`src/rtl/fp_add_arbiter.sv`:
```
// Round-robin arbiter sharing one combinational single-precision adder
// between NUM_REQ requesters, with a one-entry valid/ready output register.

// Combinational IEEE-754 single-precision adder, round-to-nearest-even.
// Denormals are handled; any NaN input yields the canonical quiet NaN.
module fp_add (
    input  logic [31:0] a,
    input  logic [31:0] b,
    output logic [31:0] y
);
    logic        sx, sy, sub, rnd, found;
    logic        nan_a, nan_b, inf_a, inf_b;
    logic [7:0]  ex, ey, d;
    logic [22:0] fx, fy;
    logic [26:0] xs, ys, full, mask, n;   // 24-bit significand + guard/round/sticky
    logic [27:0] sum;
    logic [9:0]  e, sh;
    logic [4:0]  lz;
    logic [24:0] mr;

    // Align, add/subtract, normalise, round, then pick special results
    always_comb begin
        y     = '0;
        found = 1'b0;
        lz    = 5'd27;
        sh    = '0;
        mask  = '0;
        nan_a = (&a[30:23]) && (|a[22:0]);
        nan_b = (&b[30:23]) && (|b[22:0]);
        inf_a = (&a[30:23]) && !(|a[22:0]);
        inf_b = (&b[30:23]) && !(|b[22:0]);
        // x is the operand with the larger magnitude, so the difference stays positive
        if (b[30:0] > a[30:0]) begin
            {sx, ex, fx} = b;
            {sy, ey, fy} = a;
        end else begin
            {sx, ex, fx} = a;
            {sy, ey, fy} = b;
        end
        sub  = sx ^ sy;
        // denormals use an effective exponent of 1 with no hidden bit
        d    = (ex == 8'd0 ? 8'd1 : ex) - (ey == 8'd0 ? 8'd1 : ey);
        xs   = {ex != 8'd0, fx, 3'b000};
        full = {ey != 8'd0, fy, 3'b000};
        if (d >= 8'd27) begin
            ys = {26'b0, |full};
        end else begin
            mask  = (27'd1 << d) - 27'd1;
            ys    = full >> d;
            ys[0] = ys[0] | (|(full & mask));
        end
        sum = sub ? ({1'b0, xs} - {1'b0, ys}) : ({1'b0, xs} + {1'b0, ys});
        e   = {2'b00, (ex == 8'd0 ? 8'd1 : ex)};
        if (sum[27]) begin
            n = {sum[27:2], sum[1] | sum[0]};
            e = e + 10'd1;
        end else begin
            for (int i = 26; i >= 0; i--) begin
                if (!found && sum[i]) begin
                    lz    = 5'(26 - i);
                    found = 1'b1;
                end
            end
            // never shift below exponent 1; what remains is a denormal
            sh = ({5'b0, lz} > e - 10'd1) ? e - 10'd1 : {5'b0, lz};
            n  = sum[26:0] << sh;
            e  = e - sh;
        end
        rnd = n[2] & (n[1] | n[0] | n[3]);
        mr  = {1'b0, n[26:3]} + {24'b0, rnd};
        if (mr[24]) begin
            mr = mr >> 1;
            e  = e + 10'd1;
        end
        if (nan_a || nan_b || (inf_a && inf_b && (a[31] ^ b[31])))
            y = 32'h7FC0_0000;
        else if (inf_a)
            y = a;
        else if (inf_b)
            y = b;
        else if (sum == 28'd0)
            y = {sx & sy, 31'b0};
        else if (e >= 10'd255)
            y = {sx, 8'hFF, 23'b0};
        else
            y = {sx, (mr[23] ? e[7:0] : 8'h00), mr[22:0]};
    end
endmodule

module fp_add_arbiter #(
    parameter int NUM_REQ = 4,
    parameter int ID_W    = 2
) (
    input  logic                  clk,
    input  logic                  rst,
    input  logic [NUM_REQ-1:0]    req_valid,
    output logic [NUM_REQ-1:0]    req_ready,
    input  logic [32*NUM_REQ-1:0] req_operand_a,
    input  logic [32*NUM_REQ-1:0] req_operand_b,
    output logic                  rsp_valid,
    input  logic                  rsp_ready,
    output logic [31:0]           rsp_result,
    output logic [ID_W-1:0]       rsp_id,
    output logic [15:0]           op_count
);
    typedef struct packed {
        logic [31:0]     result;
        logic [ID_W-1:0] id;
    } rsp_t;

    logic [ID_W-1:0]    rr_ptr, gnt_idx;
    logic               gnt_any, can_issue;
    logic [NUM_REQ-1:0] gnt;
    logic [31:0]        add_a, add_b, add_y;
    rsp_t               rsp_q;

    // the output register can take a new result whenever it is empty or draining
    assign can_issue = !rsp_valid || rsp_ready;

    // Round-robin scan starting at rr_ptr; suppressed in reset and under backpressure
    always_comb begin
        int j;
        j       = 0;
        gnt     = '0;
        gnt_idx = '0;
        gnt_any = 1'b0;
        for (int k = 0; k < NUM_REQ; k++) begin
            j = int'(rr_ptr) + k;
            if (j >= NUM_REQ) j = j - NUM_REQ;
            if (!gnt_any && req_valid[j]) begin
                gnt_any = 1'b1;
                gnt_idx = ID_W'(j);
            end
        end
        if (rst || !can_issue) gnt_any = 1'b0;
        if (gnt_any) gnt[gnt_idx] = 1'b1;
    end

    assign req_ready = gnt;
    assign add_a     = req_operand_a[int'(gnt_idx)*32 +: 32];
    assign add_b     = req_operand_b[int'(gnt_idx)*32 +: 32];

    fp_add u_fp_add (
        .a (add_a),
        .b (add_b),
        .y (add_y)
    );

    // Output register, round-robin pointer and drain counter
    always_ff @(posedge clk) begin
        if (rst) begin
            rsp_valid <= 1'b0;
            rsp_q     <= '0;
            op_count  <= '0;
            rr_ptr    <= '0;
        end else begin
            if (rsp_valid && rsp_ready) op_count <= op_count + 16'd1;
            if (gnt_any) begin
                rsp_valid <= 1'b1;
                rsp_q     <= '{result: add_y, id: gnt_idx};
                rr_ptr    <= (gnt_idx == ID_W'(NUM_REQ - 1)) ? '0 : gnt_idx + 1'b1;
            end else if (rsp_ready) begin
                rsp_valid <= 1'b0;
            end
        end
    end

    assign rsp_result = rsp_q.result;
    assign rsp_id     = rsp_q.id;
endmodule
```
`config.mk`:
```
export PLATFORM = sky130hd
export DESIGN_NAME = fp_add_arbiter
export DESIGN_NICKNAME = d
export VERILOG_FILES = /design/src/rtl/fp_add_arbiter.sv
export SDC_FILE = /design/constraint.sdc
export NUM_CORES = 1
export LEC_CHECK = 0
export ABC_CLOCK_PERIOD_IN_PS = 23800
export BUFFER_PORTS_ARGS = -buffer_cell sky130_fd_sc_hd__buf_4
export CAP_MARGIN = 20
export CORE_UTILIZATION = 27
export CTS_BUF_LIST = sky130_fd_sc_hd__clkbuf_4
export DETAILED_ROUTE_END_ITERATION = 16
export GPL_ROUTABILITY_DRIVEN = 0
export PLACE_DENSITY = 0.51
export SLEW_MARGIN = 20
export SYNTH_ARGS = -nofsm -noshare
export SYNTH_HDL_FRONTEND = slang
export SYNTH_SLANG_ARGS = --single-unit
```
`constraint.sdc`:
```
create_clock -name clk -period 23.8 [get_ports clk]
set_input_delay 1.19 -clock clk [delete_from_list [all_inputs] [get_ports clk]]
set_output_delay 1.19 -clock clk [all_outputs]
set_load 0.01 [all_outputs]
```
* Yosys cells after proc, flatten, opt, wreduce, memory -nomap -nowiden
Cells that the tools add are included.
** Cells by class
- $add $sub $neg :: 18
- Order comparisons :: 14
- Equal/unequal tests :: 1
- Shift operators :: 5
- Muxes and demuxes :: 132
- Bitwise operators :: 9
- Reductions and logical operators :: 86
** Operators by type and width (count)
- 32-bit two-way mux :: 8
- 128-bit by 8-bit variable part select with 32-bit output :: 2
- 5-bit two-way mux :: 28
- 32-bit by 4-bit less-than comparator with 1-bit output (second input constant) :: 4
- 1-bit two-way mux :: 70
- 27-bit two-way mux :: 2
- 23-bit two-way mux :: 2
- 23-bit OR reduction :: 2
- 8-bit two-way mux :: 5
- 1-bit logical AND :: 37
- 1-bit zero test :: 33
- 31-bit greater-than comparator :: 1
- 31-bit two-way mux :: 1
- 10-bit two-way mux :: 3
- 27-bit by 27-bit adder with 28-bit output :: 1
- 28-bit zero test :: 1
- 28-bit two-way mux :: 1
- 27-bit by 27-bit subtractor with 28-bit output :: 1
- 27-bit AND :: 1
- 27-bit OR reduction :: 1
- 1-bit by 8-bit left shift with 27-bit output (first input constant) :: 1
- 27-bit by 10-bit left shift with 27-bit output :: 1
- 27-bit by 8-bit >> shifter with 27-bit output :: 1
- 27-bit by 1-bit subtractor with 27-bit output (second input constant) :: 1
- 34 further kinds :: 57
** Word-level totals
- Bits in registers :: 53
- Input bits :: 263

* Depth between registers and ports, before layout
Gate-level depths: netlist of the first run.
- Depth after elaboration :: 150
- Depth in mapped cells :: 101
- Gate-level depth less buffers :: 84

* By module
From an unflattened synthesis of the first run, not the netlist that was laid out.
** Unflattened totals
- Cells, all modules :: 2555
- Area, all modules :: 17453.0 sq um
** By module, submodules not included
- fp_add :: instances 1, cells an instance 2071, area an instance 13077.5 sq um, sequential area each 0.0 sq um
- fp_add_arbiter :: instances 1, cells an instance 484, area an instance 4375.4 sq um, sequential area each 1061.0 sq um

* Worst setup path after synthesis of the first run
Ideal clock, no wire load.
- Path kind :: input to register
- Start point :: input req_valid[0]
- End point :: register rsp_q, in the netlist rsp_result[2]
- Library setup time :: 0.117 ns
- Data arrival time :: 19.293 ns
- Setup slack :: 4.390 ns
- Stages :: 93
- Path buffers :: 20
- Path through :: and2_1 > o2bb2ai_2 > or2_1 > buf_4 > inv_2 > buf_4 > buf_4 > buf_4 > buf_2 > a211oi_1 > or2_2 > ha_1 > and4_1 > nand4_1 > nor3_1 > a32o_1 > and2_1 > clkbuf_1 > [... 57 more ...] > ha_1 > inv_1 > fa_1 > a21o_1 > a21oi_1 > nor2b_1 > o21ai_0 > o21ai_1 > nor2_1 > nand3_1 > a21oi_1 > nand4_1 > o41ai_1 > a21oi_1 > a211oi_4 > nor4_4 > buf_6 > a32o_1
** Between the ends
- Cells in the longest elaborated chain, start to end :: 148
- Elaborated cells on any way between the ends :: 226
- Those cells by class :: 9 x add/sub; 4 x order compare; 5 x shift; 121 x mux; 8 x bitwise; 79 x reduce/logical
** Ends and longest elaborated chain
- start, declared :: RTL line 96 : input logic [NUM_REQ-1:0] req_valid,
- 1-bit binary-select mux with 2-bit select :: RTL line 130 : if (!gnt_any && req_valid[j]) begin
- 1-bit two-way mux (implied by the code) (2 in series) :: RTL line 130
- 1-bit two-way mux :: RTL line 130
- 1-bit zero test :: RTL line 130
- 1-bit logical AND :: RTL line 130
- 1-bit two-way mux :: RTL line 130
- 1-bit zero test :: RTL line 130
- 1-bit logical AND :: RTL line 130
- [... 4 more ...]
- named net gnt_idx[0] :: RTL line 111 : logic [ID_W-1:0] rr_ptr, gnt_idx;
- [... 127 more ...]
- 24-bit by 1-bit adder with 25-bit output :: RTL line 70 : mr = {1'b0, n[26:3]} + {24'b0, rnd};
- 10-bit two-way mux :: RTL line 71 : if (mr[24]) begin
- 10-bit by 8-bit greater-or-equal comparator with 1-bit output :: RTL line 83 : else if (e >= 10'd255)
- 31-bit two-way mux :: RTL line 83
- 32-bit two-way mux :: RTL line 81 : else if (sum == 28'd0)
- 32-bit two-way mux :: RTL line 79 : else if (inf_b)
- 32-bit two-way mux :: RTL line 77 : else if (inf_a)
- 32-bit two-way mux * :: RTL line 75 : if (nan_a || nan_b || (inf_a && inf_b && (a[31] ^ b[31])))
- end signal, assigned :: RTL line 160 : rsp_q <= '{result: add_y, id: gnt_idx};
- end, declared :: RTL line 115 : rsp_t rsp_q;
The timed path passes the listed nets; every way through them passes the cells marked *. The select of a mux whose other input is x is not followed.
A chain may end at the register's enable or synchronous reset.

* Worst setup path after layout of the first run
- Start point :: input req_valid[0]
- End point :: register rsp_q, in the netlist rsp_result[11]
** Between the ends
- Cells in the longest elaborated chain, start to end :: 148
- Elaborated cells on any way between the ends :: 226
- Those cells by class :: 9 x add/sub; 4 x order compare; 5 x shift; 121 x mux; 8 x bitwise; 79 x reduce/logical
** Ends and longest elaborated chain (RTL line)
- 1-bit binary-select mux with 2-bit select :: 130
- 1-bit two-way mux (implied by the code) (2 in series) :: 130
- 1-bit two-way mux :: 130
- 1-bit zero test :: 130
- 1-bit logical AND :: 130
- 1-bit two-way mux :: 130
- 1-bit zero test :: 130
- 1-bit logical AND :: 130
- [... 131 more ...]
- 24-bit by 1-bit adder with 25-bit output :: 70
- 10-bit two-way mux :: 71
- 10-bit by 8-bit greater-or-equal comparator with 1-bit output :: 83
- 31-bit two-way mux :: 83
- 32-bit two-way mux :: 81
- 32-bit two-way mux :: 79
- 32-bit two-way mux :: 77
- 32-bit two-way mux :: 75
Parallel ways exist; a longest one is shown, timed or not. The select of a mux whose other input is x is not followed.

==> metrics.txt, run 1 <==
HP Class reg -> reg; DRT antenna net count 0; layout cells sized above 1 0.1840; chip width 259.1 um; Die H 259.1 um; worst hold slack 488.5 ps; critical path's slowest cell a2111oi_0; global-route usage over all layers 0.2413; pin count of the biggest net entering global routing 61; vias 22100; beginning of the worst hold path rsp_result[2]$_SDFFE_PP0P_; Avg WL per Cell 23.07 um; post-synthesis sequential area ratio 0.05944; layout net count 3200; post-layout util 0.3243; Max stage delay on crit path 920 ps; Synthesized Nets 3008; Worst Path Buf+Inv 12; synthesized instance count 2633; Longest Clk Path Bufs 2; number of synthesized register bits 53; CTS resizes 0; Layout Skew 19.89 ps; reg2reg start rr_ptr[1]$_SDFFE_PP0P_; fmax 44.99 MHz; Worst-Margin Slew 1096 ps; row count 93; total iterations of the first detailed-routing run 7; IO Port Bufs 317; ant diodes 0; synthesized cell area 0.01785 mm2; DRC Markers 0; DIE AREA 0.06715 mm2; RSZ-0062 raised after global routing no; Synth area leaders ha_1 (7.6%), mux2i_1 (7.2%), dfxtp_1 (5.9%); CTS buffer count 5; initial antenna violation count 0; met3 wire length 7702 um; initial core utilization 0.2749; Final TNS setup 0 ps; Post-CTS Hold Buffers 0; first-pass GRT wire length 127900 um; startpoint type of the worst setup path input pin; delay-heaviest family, CP compound AO/OA/AOI/OAI gates; critical path type in -> reg; final WL 84930 um; number of global-route vias before repair 20800; share of flip-flops with an asynchronous set or reset 0; top sig layer met4; dpl hpwl 69020 um; Arr. time, crit path 22580 ps; Critical Path RT 24150 ps; YS warnings 0; TritonCTS clock tree yes; number of flops mapped to enable cells by yosys 0; # IOs 318; Slew HR 0.2640; gr ovfl total 0; most common cell in the netlist nand2_1; status completed; crit path capture type flop; detail-routed via count per cell 6.004; met1 wire length 36490 um; area grow syn2layout 17.95%; most frequent cells after synthesis nand2_1 (266), nor2_1 (221), a21oi_1 (184); Hold Fails Final Rpt 0; drt initial violations 2253; Mean Syn Cell Area 6.780 um2; later-pin clock latency in the skew report 420 ps; critical path startpoint req_valid[0]; min Tclk post-route 22230 ps; Filler Cells Inserted 7185; most used cell, CP buf_4; Synth cell types 108; CTS HTree Levels 2; setup bufs post-CTS 0; # setup viols final 0; MaxCap Viol Count 0; Top FF cell, synth dfxtp_1; CTS root buf clkbuf_4; clock slew at reported path FFs 150 ps; top-area cell type share of the netlist area 0.07640; Sink Count 53; Yosys top cell by area ha_1; CORE AREA 0.06493 mm2; Worst Path Max Fanout 60; final worst-path cycle share 0.9339; Met2 Routed Length 37330 um; fin. max-slew vios 0
==> cells by family (layout without fill, tap and decap cells) <==
| logic type | count (synthesis) | in the layout | share of synthesized area |
|---|---|---|---|
| and+or+nand+nor | 991 | 991 | 0.2774 |
| AOI/OAI and AO/OA | 898 | 898 | 0.3479 |
| buffers and inverters | 317 | 510 | 0.07430 |
| muxes | 181 | 181 | 0.1217 |
| adders and majority gates | 112 | 112 | 0.07976 |
| xor gates and xnor gates | 80 | 80 | 0.03925 |
| DFF | 53 | 53 | 0.05944 |
| other | 1 | 1 | 0.0002101 |
==> cells in the final DEF, fill, tap and decap left out, types with 19 or more instances in the layout <==
| cell | instances |
|---|---|
| a21oi_1 | 184 |
| nand3_1 | 113 |
| o21a_1 | 26 |
| or2_2 | 23 |
| a211oi_1 | 92 |
| nor3_1 | 74 |
| a211o_1 | 25 |
| buf_4 | 378 |
| nand2b_1 | 26 |
| xor2_1 | 30 |
| a32o_1 | 19 |
| o22ai_1 | 22 |
| dfxtp_1 | 53 |
| mux4_2 | 25 |
| and2_1 | 30 |
| nor2_1 | 221 |
| xnor2_1 | 47 |
| or3_1 | 27 |
| o21ai_0 | 167 |
| ha_1 | 109 |
| inv_1 | 114 |
| and3_1 | 67 |
| a31oi_1 | 32 |
| nand4_1 | 34 |
| o211ai_1 | 40 |
| a21o_1 | 41 |
| nor4_1 | 32 |
| mux2i_1 | 128 |
| nand2_1 | 265 |
| mux2_2 | 25 |
==> state kept, by name, indices dropped and copies added (netlist names) <==
signal,cells
rsp_id,2
rsp_result,32
rr_ptr,2
op_count,16
rsp_valid,1
==> area by class of cell <==
| cell class | count | area, um2 | share of cell area |
|---|---|---|---|
| Clock buffer | 5 | 37.54 | 0.001783 |
| Multi-Input combinational cell | 2263 | 15530 | 0.7376 |
| Clock inverter | 3 | 21.27 | 0.001010 |
| Tap cell | 855 | 1070 | 0.05081 |
| Inverter | 122 | 464.2 | 0.02205 |
| Timing Repair Buffer | 380 | 2872 | 0.1364 |
| Sequential cell | 53 | 1061 | 0.05039 |
==> per-stage QoR <==
step           setup slack (ps)  cells  cell area [um2]
4_1_cts                    2011   3680            21040
3_3_place_gp               1549   3672            20980
5_1_grt                   28.64   3681            21060
6_report                   1573   3681            21060
2_1_floorplan              4390   2633            17850
3_5_place_dp               1668   3672            20980
==> worst paths after layout <==
| kind | to | slack [ps] | cells after the start |
|---|---|---|---|
| worst max-delay path | rsp_result[11]$_SDFFE_PP0P_ | 1570 | 74 |
| worst min-delay path | rsp_result[2]$_SDFFE_PP0P_ | 490 | 1 |
| worst max register to register | rsp_result[11]$_SDFFE_PP0P_ | 2030 | 73 |
| worst min register to register | rsp_result[2]$_SDFFE_PP0P_ | 490 | 1 |
==> routing by layer <==
layer  vias to the layer above  global-route usage
met5                         -                   0
met2                      1097              0.3804
met4                         0             0.08810
met1                     10450              0.3251
li1                      10360                   -
met3                       202             0.04433
Power of run 1 is not shown: default switching activity piles up to over one toggle a cycle in this logic, so the estimate is an artifact.
==> run 2: changes to the inputs <==
Settings changed: SYNTH_HIERARCHICAL set to 1.
==> metrics.txt, run 2 <==
fin. max-slew vios 0 (unchanged); synthesized cell area 0.01745 mm2 (-2.2%); HP Class reg -> reg; number of synthesized register bits 53 (unchanged); chip width 256.2 um (-1.1%); clock slew at reported path FFs 140 ps (about the same); vias 21990 (-0.51%); initial antenna violation count 1 (+1); gr ovfl total 0 (unchanged); Synth cell types 115 (+6.5%); Layout Skew 13.56 ps (-6.330 ps); # setup viols final 0 (unchanged); ant diodes 0 (unchanged); R2R setup slack 2020 ps (about the same); Final TNS setup 0 ps (unchanged); YS warnings 6 (+6); top-area cell type share of the netlist area 0.1417 (+0.06526); Synth area leaders mux2i_1 (14%), ha_1 (7.6%), dfxtp_1 (6.1%); most used cell, CP o21ai_0; total iterations of the first detailed-routing run 6 (-1); IO Port Bufs 317 (unchanged); detail-routed via count per cell 6.072 (+1.1%); Mean Syn Cell Area 6.831 um2 (+0.76%); post-synthesis sequential area ratio 0.06079 (+0.001355); Top FF cell, synth dfxtp_1; Sink Count 53 (unchanged); Cells after DPL 3612 (-1.6%); DIE AREA 0.06566 mm2 (-2.2%); most frequent cells after synthesis nand2_1 (270), mux2i_1 (247), nor2_1 (208); pin count of the biggest net entering global routing 75 (+23%); DRC Markers 0 (unchanged); Hold Fails Final Rpt 0 (unchanged); first-pass GRT wire length 125700 um (-1.7%); DRT antenna net count 0 (unchanged); Die H 256.2 um (-1.1%); Yosys top cell by area mux2i_1; Max stage delay on crit path 740 ps (-180 ps); status completed; commonest cells after routing, fill and taps aside buf_4 (380), nand2_1 (270), mux2i_1 (247); critical path's slowest cell mux2i_1; TritonCTS clock tree yes; layout cells sized above 1 0.1798 (-0.004186); global-route usage over all layers 0.2368 (-0.004496); number of global-route vias before repair 21130 (+1.6%); Avg WL per Cell 22.65 um (-1.8%); synthesized instance count 2555 (-3.0%); CTS root buf clkbuf_4; MaxCap Viol Count 0 (unchanged); Worst-Margin Slew 1259 ps (+163.2 ps); Cell Count, Final, Fillers Out 3621 (-1.6%); row count 92 (-1.1%); number of flops mapped to enable cells by yosys 0 (unchanged); max FFs per register 32 (unchanged); share of flip-flops with an asynchronous set or reset 0 (unchanged); Slew HR 0.1584 (-0.1057); Worst Path Max Fanout 58 (-3.3%); final worst-path cycle share 0.9298 (-0.004082); multi-input logic area 0.01518 mm2 (-2.2%); Arr. time, crit path 22440 ps (-140 ps); critical path type in -> reg; commonest non-fill, non-tap cell in the layout buf_4; FF+latch area 0.001061 mm2 (unchanged); initial core utilization 0.2752 (about the same); CTS buffer count 5 (unchanged); most common cell in the netlist nand2_1; # IOs 318 (unchanged); Filler Cells Inserted 6950 (-3.3%); layout net count 3146 (-1.7%); Synthesized Nets 2927 (-2.7%); post-layout util 0.3267 (+0.002422); Longest Clk Path Bufs 2 (unchanged); final WL 82030 um (-3.4%); RSZ-0062 raised after global routing no; later-pin clock latency in the skew report 380 ps (-40 ps); area grow syn2layout 18.73%; min Tclk post-route 22130 ps (-97.14 ps); CORE AREA 0.06343 mm2 (-2.3%); Critical Path RT 24110 ps (-40 ps); fmax 45.19 MHz (+0.44%); dpl hpwl 66550 um (-3.6%); drt initial violations 2990 (+33%); crit path capture type flop; startpoint type of the worst setup path input pin; CTS HTree Levels 2 (unchanged)
-- run 2: kinds of logic (layout without fill, tap and decap cells) --
family          after synthesis  count (layout)  synth area share
compound gates              826             826            0.3174
xor+xnor                     68              68           0.03412
fa+ha+maj                   109             109           0.07943
buf+inv                     290             510           0.07398
flops                        53              53           0.06079
mux                         273             273            0.1655
other cells                   1               1         0.0002149
simple gates                935             935            0.2685
-- run 2: worst paths after layout --
path,endpoint,cells after the start,from
worst max register to register,rsp_result[3]$_SDFFE_PP0P_,78,rr_ptr[1]$_SDFFE_PP0P_
worst max-delay path,rsp_result[3]$_SDFFE_PP0P_,79,req_valid[2]
worst min register to register,rsp_result[21]$_SDFFE_PP0P_,2,rsp_result[21]$_SDFFE_PP0P_
worst min-delay path,rsp_result[21]$_SDFFE_PP0P_,2,rsp_result[21]$_SDFFE_PP0P_
-- run 2: final cells by class --
type,instances,share of cell area
clock buffers,5,0.001811
clock inverters,3,0.0006038
inverters,119,0.02156
multi-input cells,2212,0.7328
flip-flops and latches,53,0.05120
well taps,846,0.05108
repair buffers,383,0.1409
-- run 2: per-layer routing --
layer	vias up	global-route usage	wire, um
met5	-	0	0
met4	0	0.08733	3658
met3	270	0.04369	8058
met2	1355	0.3930	37360
met1	10310	0.3030	32950
li1	10060	-	-
-- run 2: what timing repair did --
| item | in CTS | in global routing |
|---|---|---|
| buffers inserted | 0 | 0 |
| endpoints found under the setup margin | 0 | 2 |
| resized for setup | 0 | 1 |
| hold buffers | 0 | 0 |
-- run 2: per-stage QoR --
stage	setup slack (ps)	cell area, um2	hold WS, ps
3_3_place_gp	1698	20630	460.1
5_1_grt	312.3	20720	509.5
2_1_floorplan	5639	17450	493.0
6_report	1670	20720	483.5
3_5_place_dp	1302	20630	465.1
4_1_cts	1632	20680	487.2
-- run 2: worst max-delay path: cells and delay by family --
family,cells,cell delay [ps]
simple gates,29,7850
fa+ha+maj,6,1770
mux,3,1260
compound gates,31,8040
buf+inv,10,2230
Power of run 2 is left out for the same reason.
